File: src/rtl/midi_pkg.sv
// Shared MIDI status constants, parser state type and byte classification helpers.
package midi_pkg;

   localparam logic [7:0] ST_SYSEX = 8'hF0;
   localparam logic [7:0] ST_EOX   = 8'hF7;
   localparam logic [7:0] ST_CLOCK = 8'hF8;
   localparam logic [7:0] ST_SENSE = 8'hFE;
   localparam logic [7:0] ST_TUNE  = 8'hF6;

   typedef enum logic [1:0] {IDLE, WAIT_D1, WAIT_D2, SYSEX} state_t;

   // Total message length for a status byte; 0 for data bytes and statuses
   // that never form a standalone message (F0, F4, F5, F7).
   function automatic logic [1:0] msg_len_of(input logic [7:0] s);
      logic [1:0] len;
      if (!s[7])             len = 2'd0;
      else if (s >= 8'hF8)   len = 2'd1;
      else if (s < 8'hC0)    len = 2'd3;
      else if (s < 8'hE0)    len = 2'd2;
      else if (s < 8'hF0)    len = 2'd3;
      else begin
         case (s)
            8'hF1, 8'hF3: len = 2'd2;
            8'hF2:        len = 2'd3;
            8'hF6:        len = 2'd1;
            default:      len = 2'd0;
         endcase
      end
      return len;
   endfunction

   function automatic logic is_realtime(input logic [7:0] b);
      return b[7:3] == 5'b11111;
   endfunction

endpackage

File: src/rtl/midi_msg_parser.sv
// Assembles a UART byte stream into whole MIDI messages plus a SysEx byte stream.
// All outputs are registered one cycle after the final byte; no backpressure, flags pulse for one cycle.
module midi_msg_parser
   import midi_pkg::*;
#(
   parameter logic FILTER_CLOCK = 1'b1,
   parameter logic FILTER_SENSE = 1'b1,
   parameter int   ERR_CNT_W    = 16
) (
   input  logic                 clk,
   input  logic                 rst,
   input  logic                 in_dv,
   input  logic [7:0]           in_data,
   output logic                 msg_valid,
   output logic [7:0]           msg_status,
   output logic [6:0]           msg_data1,
   output logic [6:0]           msg_data2,
   output logic [1:0]           msg_len,
   output logic                 sx_valid,
   output logic [7:0]           sx_data,
   output logic                 sx_abort,
   output logic                 err_pulse,
   output logic [ERR_CNT_W-1:0] err_count
);

   state_t     state, state_n;
   logic [7:0] rs_status, rs_n;
   logic [6:0] d1, d1_n;
   // Set once a message has completed under the current status, so a new
   // status interrupting running status is not treated as a truncation.
   logic       have_data, have_n;

   logic       mv_n, sv_n, ab_n, er_n;
   logic [7:0] st_n, sd_n;
   logic [6:0] o1_n, o2_n;
   logic [1:0] len_n;
   logic [1:0] cur_len;

   always_comb begin
      state_n = state;
      rs_n    = rs_status;
      d1_n    = d1;
      have_n  = have_data;
      mv_n    = 1'b0;
      sv_n    = 1'b0;
      ab_n    = 1'b0;
      er_n    = 1'b0;
      st_n    = msg_status;
      o1_n    = msg_data1;
      o2_n    = msg_data2;
      len_n   = msg_len;
      sd_n    = sx_data;
      cur_len = msg_len_of(rs_status);

      if (in_dv) begin
         if (is_realtime(in_data)) begin
            if (!((in_data == ST_CLOCK && FILTER_CLOCK) || (in_data == ST_SENSE && FILTER_SENSE))) begin
               mv_n  = 1'b1;
               st_n  = in_data;
               o1_n  = 7'd0;
               o2_n  = 7'd0;
               len_n = 2'd1;
            end
         end else if (!in_data[7]) begin
            unique case (state)
               IDLE: er_n = 1'b1;
               SYSEX: begin
                  sv_n = 1'b1;
                  sd_n = in_data;
               end
               WAIT_D1: begin
                  if (cur_len == 2'd2) begin
                     mv_n  = 1'b1;
                     st_n  = rs_status;
                     o1_n  = in_data[6:0];
                     o2_n  = 7'd0;
                     len_n = 2'd2;
                     if (rs_status >= 8'hF0) begin
                        state_n = IDLE;
                        rs_n    = 8'd0;
                     end else begin
                        have_n = 1'b1;
                     end
                  end else begin
                     d1_n    = in_data[6:0];
                     state_n = WAIT_D2;
                  end
               end
               WAIT_D2: begin
                  mv_n  = 1'b1;
                  st_n  = rs_status;
                  o1_n  = d1;
                  o2_n  = in_data[6:0];
                  len_n = 2'd3;
                  if (rs_status >= 8'hF0) begin
                     state_n = IDLE;
                     rs_n    = 8'd0;
                  end else begin
                     state_n = WAIT_D1;
                     have_n  = 1'b1;
                  end
               end
            endcase
         end else begin
            er_n    = (state == WAIT_D2) || (state == WAIT_D1 && !have_data);
            ab_n    = (state == SYSEX) && (in_data != ST_EOX);
            rs_n    = 8'd0;
            have_n  = 1'b0;
            state_n = IDLE;
            if (in_data == ST_EOX) begin
               if (state == SYSEX) begin
                  sv_n = 1'b1;
                  sd_n = in_data;
               end else begin
                  er_n = 1'b1;
               end
            end else if (in_data == ST_SYSEX) begin
               sv_n    = 1'b1;
               sd_n    = in_data;
               state_n = SYSEX;
            end else if (in_data == ST_TUNE) begin
               mv_n  = 1'b1;
               st_n  = in_data;
               o1_n  = 7'd0;
               o2_n  = 7'd0;
               len_n = 2'd1;
            end else if (msg_len_of(in_data) != 2'd0) begin
               rs_n    = in_data;
               state_n = WAIT_D1;
            end
         end
      end
   end

   always_ff @(posedge clk) begin
      if (rst) begin
         state      <= IDLE;
         rs_status  <= 8'd0;
         d1         <= 7'd0;
         have_data  <= 1'b0;
         msg_valid  <= 1'b0;
         msg_status <= 8'd0;
         msg_data1  <= 7'd0;
         msg_data2  <= 7'd0;
         msg_len    <= 2'd0;
         sx_valid   <= 1'b0;
         sx_data    <= 8'd0;
         sx_abort   <= 1'b0;
         err_pulse  <= 1'b0;
         err_count  <= '0;
      end else begin
         state      <= state_n;
         rs_status  <= rs_n;
         d1         <= d1_n;
         have_data  <= have_n;
         msg_valid  <= mv_n;
         msg_status <= st_n;
         msg_data1  <= o1_n;
         msg_data2  <= o2_n;
         msg_len    <= len_n;
         sx_valid   <= sv_n;
         sx_data    <= sd_n;
         sx_abort   <= ab_n;
         err_pulse  <= er_n;
         if (er_n && err_count != '1)
            err_count <= err_count + 1'b1;
      end
   end

endmodule

File: config.mk
export PLATFORM = sky130hd
export DESIGN_NAME = midi_msg_parser
export DESIGN_NICKNAME = d
export VERILOG_FILES = /design/src/rtl/midi_pkg.sv /design/src/rtl/midi_msg_parser.sv
export SDC_FILE = /design/constraint.sdc
export NUM_CORES = 1
export LEC_CHECK = 0
export ABC_AREA = 1
export CORE_MARGIN = 1.5
export CORE_UTILIZATION = 55
export CTS_CLUSTER_SIZE = 24
export DETAILED_ROUTE_END_ITERATION = 12
export DONT_BUFFER_PORTS = 1
export GPL_TIMING_DRIVEN = 0
export PLACE_DENSITY = 0.82
export SETUP_SLACK_MARGIN = 0.5
export SYNTH_ARGS = -nofsm -noshare
export SYNTH_HDL_FRONTEND = slang
export SYNTH_SLANG_ARGS = --single-unit
File: constraint.sdc
create_clock -name clk -period 5.4 [get_ports clk]
set_clock_uncertainty 0.2 [all_clocks]
set_input_delay 1.08 -clock clk [delete_from_list [all_inputs] [get_ports clk]]
set_output_delay 1.08 -clock clk [all_outputs]
set_load 0.03 [all_outputs]
Word-level counts from Yosys, hierarchy flattened

Index checks and enable logic that the tools add are counted.
Widths: inputs -> output; s select.

Add/subtract/negate cells: 1
Order comparisons: 9
Equality and inequality tests: 28
Mux-type cells: 89
Bitwise gates (word level): 4
Reductions and logical operators: 21

Operators by type and width:

| operator              | count |
|---|---|
| $mux 8                | 19 |
| $eq 8x8->1 const B    | 12 |
| $mux 7                | 10 |
| $mux 2                | 27 |
| $lt 8x8->1 const B    | 6 |
| $pmux 8 s2            | 2 |
| $pmux 7 s2            | 2 |
| $ge 8x8->1 const B    | 3 |
| $mux 1                | 23 |
| $add 16x1->16 const B | 1 |
| $ne 16x16->1 const B  | 1 |
| $pmux 2 s2            | 3 |
| $reduce_and 5->1      | 2 |
| $ne 3x3->1 const B    | 3 |
| $ne 4x4->1 const B    | 2 |
| $ne 8x8->1 const B    | 1 |
| $reduce_and 4->1      | 2 |
| $reduce_and 7->1      | 1 |
| $eq 2x2->1 const B    | 3 |
| $ne 3x1->1 const B    | 2 |
| $pmux 2 s3            | 1 |
| $reduce_or 2->1       | 3 |
| $eq 5x5->1 const B    | 1 |
| $ne 2x2->1 const B    | 2 |
| 12 further kinds      | 20 |

Flip-flop bits (word level): 70
Bits of input ports: 11
Output and inout bits: 52
Logic and storage cells: 166

Longest topological paths before layout

Gate-level depths: netlist of run 1.

Word-level depth: 19
Gate-level depth with buffers: 12
Mapped depth without buffers: 11

Worst setup path before layout of run 1

No wires, ideal clock.

Kind: input to register
From: input in_data[1]
To: register err_count[4]
Library setup time: 132 ps
Arrival time: 2060 ps
Data required time: 5068 ps
Setup slack: 3008 ps
Stages on the path: 11
Cells stage by stage: buf_2 > nand2_1 > nor2_1 > nand2_2 > nand2_1 > nand2_2 > nand2_4 > nand3_4 > buf_6 > nand2_1 > a21oi_1

Cells in the longest elaborated chain, start to end: 6

RTL lines:

| element              | line                   | RTL |
|---|---|---|
| start, declared      | midi_msg_parser.sv:13  | `input logic [7:0] in_data,` |
| $eq 8x8->1           | midi_msg_parser.sv:110 | `if (in_data == ST_EOX) begin` |
| $mux 1               | midi_msg_parser.sv:110 |  |
| $mux 1               | midi_msg_parser.sv:64  | `end else if (!in_data[7]) begin` |
| $mux 1               | midi_msg_parser.sv:56  | `if (is_realtime(in_data)) begin` |
| $mux 1               | midi_msg_parser.sv:55  | `if (in_dv) begin` |
| $logic_and 1x1->1    | midi_msg_parser.sv:165 | `if (er_n && err_count != '1)` |
| end signal, assigned | midi_msg_parser.sv:166 | `err_count <= err_count + 1'b1;` |
| end, declared        | midi_msg_parser.sv:23  | `output logic [ERR_CNT_W-1:0] err_count` |

Every way passes these cells.
A chain may end at the register's enable or synchronous reset.

Worst setup path after layout of run 1

From: register err_count[1]
To: register err_count[10]

Cells in the longest elaborated chain, start to end: 2
Elaborated cells on any way between the ends: 3

RTL lines:

| element |
|---|
| parallel branches: the longest is 2 deep, another holds $add 16x1->16 |

Several ways; the timed one is not identified.

==> metrics.txt, run 1 <==
Crit path required time 5420 ps; Routed WL per cell 16.0 um; num rows 29; Setup TNS 0 ps; Num CTS Buffers 9; largest net degree at the start of global routing 14; Yosys reg bits 70; Distinct cells, synth 30; net count after synthesis 546; final hold vios 0; sequential share of the synthesized area 0.382; final WL 9.97 mm; final critical-path share of the clock period 0.455; full die area 7170 sq um; total gr overflow 0; ANT cells 0; Initial Util 0.575; vias per cell 5.85; status finished clean; post-DP HPWL 7.31 mm; Filler cells 589; Mapped Cells 530; Global Route Usage Sum 0.283; Die Width 84.7 um; WS Path Type reg2reg; crit end category register; first-pass GRT wire length 16.1 mm; antenna violations before repair 0; cts hold-fix bufs 0; CP Max Fanout 10; vias in the first global route 3440; maxcap violations 0; nets 557; Cell Area, Synth 3670 sq um; maximum VDD drop 0.173 mV; critical path data arrival time 2480 ps; Slew Viols, Final 0; ANT nets after route 0; worst-margin pin slew 547 ps; Worst Setup Start Kind register; Core ar. 6390 sq um; Tmin final 2460 ps; I/O pins 63; Resize count post-CTS 0; Port Buffer Count 0; Worst-Skew Late Latency 360 ps; Slew Limit Headroom 0.635; Yosys Warn Count 0; routability congestion estimate 0.993; postcts setup bufs 0; CTS tree done; Final Setup Violations 0; final hold slack 269 ps; height of the die 84.7 um; vias 3643; Root Buffer clkbuf_8; Leakage 1.51 nW; count of clock tree sinks 70; drt pass-1 iters 7; H-tree levels 3; CTS clock-pin slew for the worst setup and hold paths 80 ps; share of layout cells above drive strength 1 0.104; Post-route DRC 0; Area Overhead vs Synth 7.33%; syn avg cell area 6.92 sq um; Starting DRT DRC Count 235; HP Class reg2reg; Pwr per Cell Area 275 nW/um^2; Peak Freq 407 MHz; clk buf depth 2; RSZ-0062 raised after global routing false
==> Yosys cell counts <==
library cell / number / share of area
ha_1: 5 / 0.017
buf_2: 10 / 0.014
buf_4: 2 / 0.0041
nor2_4: 3 / 0.0092
or2_2: 1 / 0.0017
o211a_1: 1 / 0.0027
nand3b_1: 4 / 0.0082
nor3_1: 10 / 0.014
a21oi_1: 59 / 0.080
nand3_1: 21 / 0.029
nand4_2: 1 / 0.0034
nor2_2: 2 / 0.0034
nand2_2: 8 / 0.014
clkbuf_1: 13 / 0.013
inv_2: 2 / 0.0020
inv_1: 33 / 0.034
nor2_1: 60 / 0.061
o21ai_0: 26 / 0.035
nand3_4: 2 / 0.0095
dfxtp_1: 70 / 0.38
nor2_8: 1 / 0.0055
o211ai_1: 1 / 0.0020
nand2_1: 137 / 0.14
nand4_1: 44 / 0.075
a21oi_4: 1 / 0.0044
nand3_2: 1 / 0.0027
xor2_1: 5 / 0.012
nand2_4: 2 / 0.0061
buf_6: 4 / 0.012
o21ba_2: 1 / 0.0027
==> critical path, stage by stage (launching register included) <==
cell	delay, ps
dfxtp_1	620
ha_1	280
nand2_1	120
nor2_4	220
nand4_2	290
clkbuf_1	340
nand4_1	180
a21oi_1	80
==> kinds of logic after synthesis <==
family | share of synthesized area
simple gates | 0.382
fa+ha+maj | 0.0170
xor+xnor | 0.0119
compound gates | 0.128
buf+inv | 0.0791
flops | 0.382
==> cell type report <==
class                           count  area [sq um]  area share
Inverter                           35           131      0.0334
Tap cell                           77          96.3      0.0245
Sequential cell                    70          1400       0.356
Clock buffer                        9           124      0.0314
Multi-Input combinational cell    396          1980       0.502
Buffer                             29           159      0.0403
Clock inverter                      7          48.8      0.0124
==> per-layer routing <==
layer	wire, um	global-route usage
met5	0	0
met4	332	0.158
met2	4880	0.480
met1	3840	0.329
met3	914	0.0649
==> path summary, 6_finish.rpt <==
kind,from,endpoint,slack [ps],cells past startpoint
max,err_count[1],err_count[10],2940,7
min,d1[2],d1[2],270,2
max reg2reg,err_count[1],err_count[10],2940,7
min reg2reg,d1[2],d1[2],270,2
==> placed cells by master, fill, tap and decap left out, types with 2 or more instances in the layout <==
master / netlist / layout
nand2_1: 137 / 137
xor2_1: 5 / 5
ha_1: 5 / 5
nand4_1: 44 / 44
clkinv_4: 0 / 2
nor2_1: 60 / 60
nor2_4: 3 / 3
buf_2: 10 / 10
nand3_1: 21 / 21
buf_6: 4 / 4
inv_1: 33 / 33
clkbuf_1: 13 / 13
dfxtp_1: 70 / 70
clkinv_2: 0 / 3
nand2_2: 8 / 8
buf_4: 2 / 2
nor2_2: 2 / 2
nand2_4: 2 / 2
clkbuf_8: 0 / 9
nand3b_1: 4 / 4
o21ai_0: 26 / 26
nand3_4: 2 / 2
nor3_1: 10 / 10
a21oi_1: 59 / 59
inv_2: 2 / 2
==> through the flow <==
stage	setup WS, ps	total power [mW]	std cells	utilization	area (sq um)
floorplan	3010	0.679	530	-	3670
global placement	2760	0.711	607	0.590	3770
detailed placement	2730	0.715	607	0.590	3770
CTS	2980	1.08	623	0.617	3940
global route	2800	1.13	623	0.617	3940
finish	2940	1.08	623	0.617	3940
==> power breakdown <==
| part | switching (mW) | leakage [nW] | internal (mW) |
|---|---|---|---|
| logic | 0.102 | 0.858 | 0.0443 |
| clock network | 0.210 | 0.0894 | 0.167 |
| registers | 0.0296 | 0.567 | 0.532 |
| total | 0.342 | 1.51 | 0.743 |
==> sequential cells by signal (all words and copies together) (netlist names) <==
| register | cells |
|---|---|
| msg_status | 8 |
| sx_data | 8 |
| err_count | 16 |
| msg_data1 | 7 |
| rs_status | 8 |
| msg_valid | 1 |
| state | 2 |
| err_pulse | 1 |
| sx_valid | 1 |
| have_data | 1 |
| d1 | 7 |
| msg_data2 | 7 |
| sx_abort | 1 |
| msg_len | 2 |
(Power assumes the default switching activity.)
==> run 2: changes to the inputs <==
- PLACE_DENSITY: 0.82 -> 0.85
- clock period: 5.4 -> 2.2 ns (I/O delays scaled with it)
==> run 2 against run 1 <==
  * Non-clock buffer count rose by 32
  * Largest cell class unchanged
  * Register-to-register slack got worse by 2700 ps
  * Sequential power rose by 140%
  * Fmax rose by 29%
  * Total power rose to 2.9 times the previous value
  * Sequential share of layout area fell by 6.0 points
  * Utilization rose by 16 points
  * Worst setup slack got worse by 2700 ps
  * Die area did not move
  * Clock power rose to 3.3 times the previous value
  * Cell count rose by 5.3%
  * Via count rose by 15%
==> metrics.txt, run 2 (same netlist as run 1, synthesis figures left out) <==
CTS clock-pin slew for the worst setup and hold paths 80 ps (about the same); Sequential Area 1470 sq um (+4.9%); total gr overflow 0 (unchanged); Root Buffer clkbuf_8; ANT cells 0 (unchanged); vias 4201 (+15%); Initial Util 0.575 (unchanged); final core occ 0.778 (+0.161); CP Max Fanout 6 (-4); Worst Setup Start Kind register; Die Width 84.7 um (unchanged); vias in the first global route 3670 (+6.7%); final hold vios 0 (unchanged); most common cell after layout, fill and taps aside nand2_1; routability congestion estimate 0.952 (-4.2%); Routed WL per cell 19.1 um (+19%); area occupied by multi-input gates 2510 sq um (+27%); HP Class in2reg; ANT nets after route 0 (unchanged); critical path data arrival time 1940 ps (-540 ps); final critical-path share of the clock period 0.869 (+0.414); CTS tree done; H-tree levels 3 (unchanged); Slew Viols, Final 0 (unchanged); Largest register FFs 16 (unchanged); WS Path Type reg2reg; worst-margin pin slew 766 ps (+218 ps); Final Setup Violations 0 (unchanged); final WL 12.5 mm (+25%); worst reg2reg setup slack 290 ps (-2650 ps); clk buf depth 2 (unchanged); maximum VDD drop 0.725 mV (+320%); Core ar. 6390 sq um (unchanged); RSZ-0062 raised after global routing true; maxcap violations 0 (unchanged); CP bufs+invs 2 (+1); critical-path cell list inv_4 > ha_4 > or2_4 > nand2_2 > nor2_4 > nand3_4 > buf_6 > nand2_2 > a21oi_2; Post-route DRC 0 (unchanged); Port Buffer Count 0 (unchanged); Pwr per Cell Area 644 nW/um^2 (+130%); Slowest-stage cell, CP dfxtp_4; Worst-Skew Late Latency 360 ps (about the same); Crit path required time 2230 ps (-3190 ps); Filler cells 391 (-34%); share of layout cells above drive strength 1 0.383 (+0.279); Leakage 1.86 nW (+23%); count of clock tree sinks 70 (unchanged); status finished clean; Peak Freq 523 MHz (+29%); Global Route Usage Sum 0.308 (+0.0250); Area Overhead vs Synth 35.4%; first-pass GRT wire length 17.6 mm (+9.6%); nets 590 (+5.9%); Reg with most FFs err_count; height of the die 84.7 um (unchanged); commonest non-fill, non-tap cells in the layout nand2_1, dfxtp_1, nor2_1; Slew Limit Headroom 0.489 (-0.146); Setup TNS 0 ps (unchanged); crit end category register; post-DP HPWL 7.13 mm (-2.4%); Num CTS Buffers 9 (unchanged); most frequent CP cell nand2_2; antenna violations before repair 0 (unchanged); vias per cell 6.40 (+9.5%); Tmin final 1910 ps (-546 ps); Crit path largest cell delay 380 ps (-240 ps); num rows 29 (unchanged); full die area 7170 sq um (unchanged); I/O pins 63 (unchanged); Starting DRT DRC Count 506 (+120%); largest net degree at the start of global routing 13 (-1); drt pass-1 iters 6 (-1); delay-heaviest family, CP simple AND/OR/NAND/NOR gates
-- run 2: cell types whose count changed in the layout (fill, tap and decap cells not counted), moves of 11 or more --
cell     previous run  this run
dfxtp_1            70        51
nand2_1           137        91
dfxtp_4             0        18
nand2_2             8        36
buf_6               4        17
a21oi_2             0        36
buf_4               2        23
a21oi_1            59        23
nor2_1             60        49
nand2_4             2        19
-- run 2: timing repair --
item                                    CTS  global route
endpoints found under the setup margin   59            67
hold buffers                              0             0
pin swaps                                20            27
setup buffers                            19             8
resized for setup                        84           102
cloned                                    6             0
-- run 2: area by class of cell --
type	instances	share of cell area
buffer	29	0.0421
clock buffer	12	0.0335
clock inverter	4	0.0154
inverter	35	0.0310
multi-input combinational	397	0.505
sequential	70	0.296
tap	77	0.0194
timing repair buffer	32	0.0579
-- run 2: worst paths after layout --
path	cells past startpoint	startpoint	to
worst max-delay path	9	state[0]	msg_data2[0]
worst min-delay path	2	in_data[0]	rs_status[0]
worst max register to register	9	state[0]	msg_data2[0]
worst min register to register	2	d1[6]	d1[6]
-- run 2: metrics by stage --
stage	hold WS, ps	setup WS [ps]	area [sq um]	std cells	power [mW]
6_report	7.24	288	4970	656	3.20
3_5_place_dp	254	247	3870	607	1.77
3_3_place_gp	252	285	3870	607	1.76
5_1_grt	26.8	249	4970	656	3.27
4_1_cts	36.5	359	4560	648	3.09
2_1_floorplan	241	505	3770	530	1.68
-- run 2: power breakdown --
part | internal [mW] | leakage (nW) | switching, mW | total (mW)
registers | 1.29 | 0.582 | 0.0791 | 1.37
clock network | 0.741 | 0.118 | 0.522 | 1.26
logic | 0.218 | 1.16 | 0.351 | 0.568
-- run 2: metal layers --
metal / track usage / part of all wire
met5: 0 / 0
met4: 0.129 / 0.050
met3: 0.0865 / 0.10
met2: 0.509 / 0.45
met1: 0.378 / 0.39
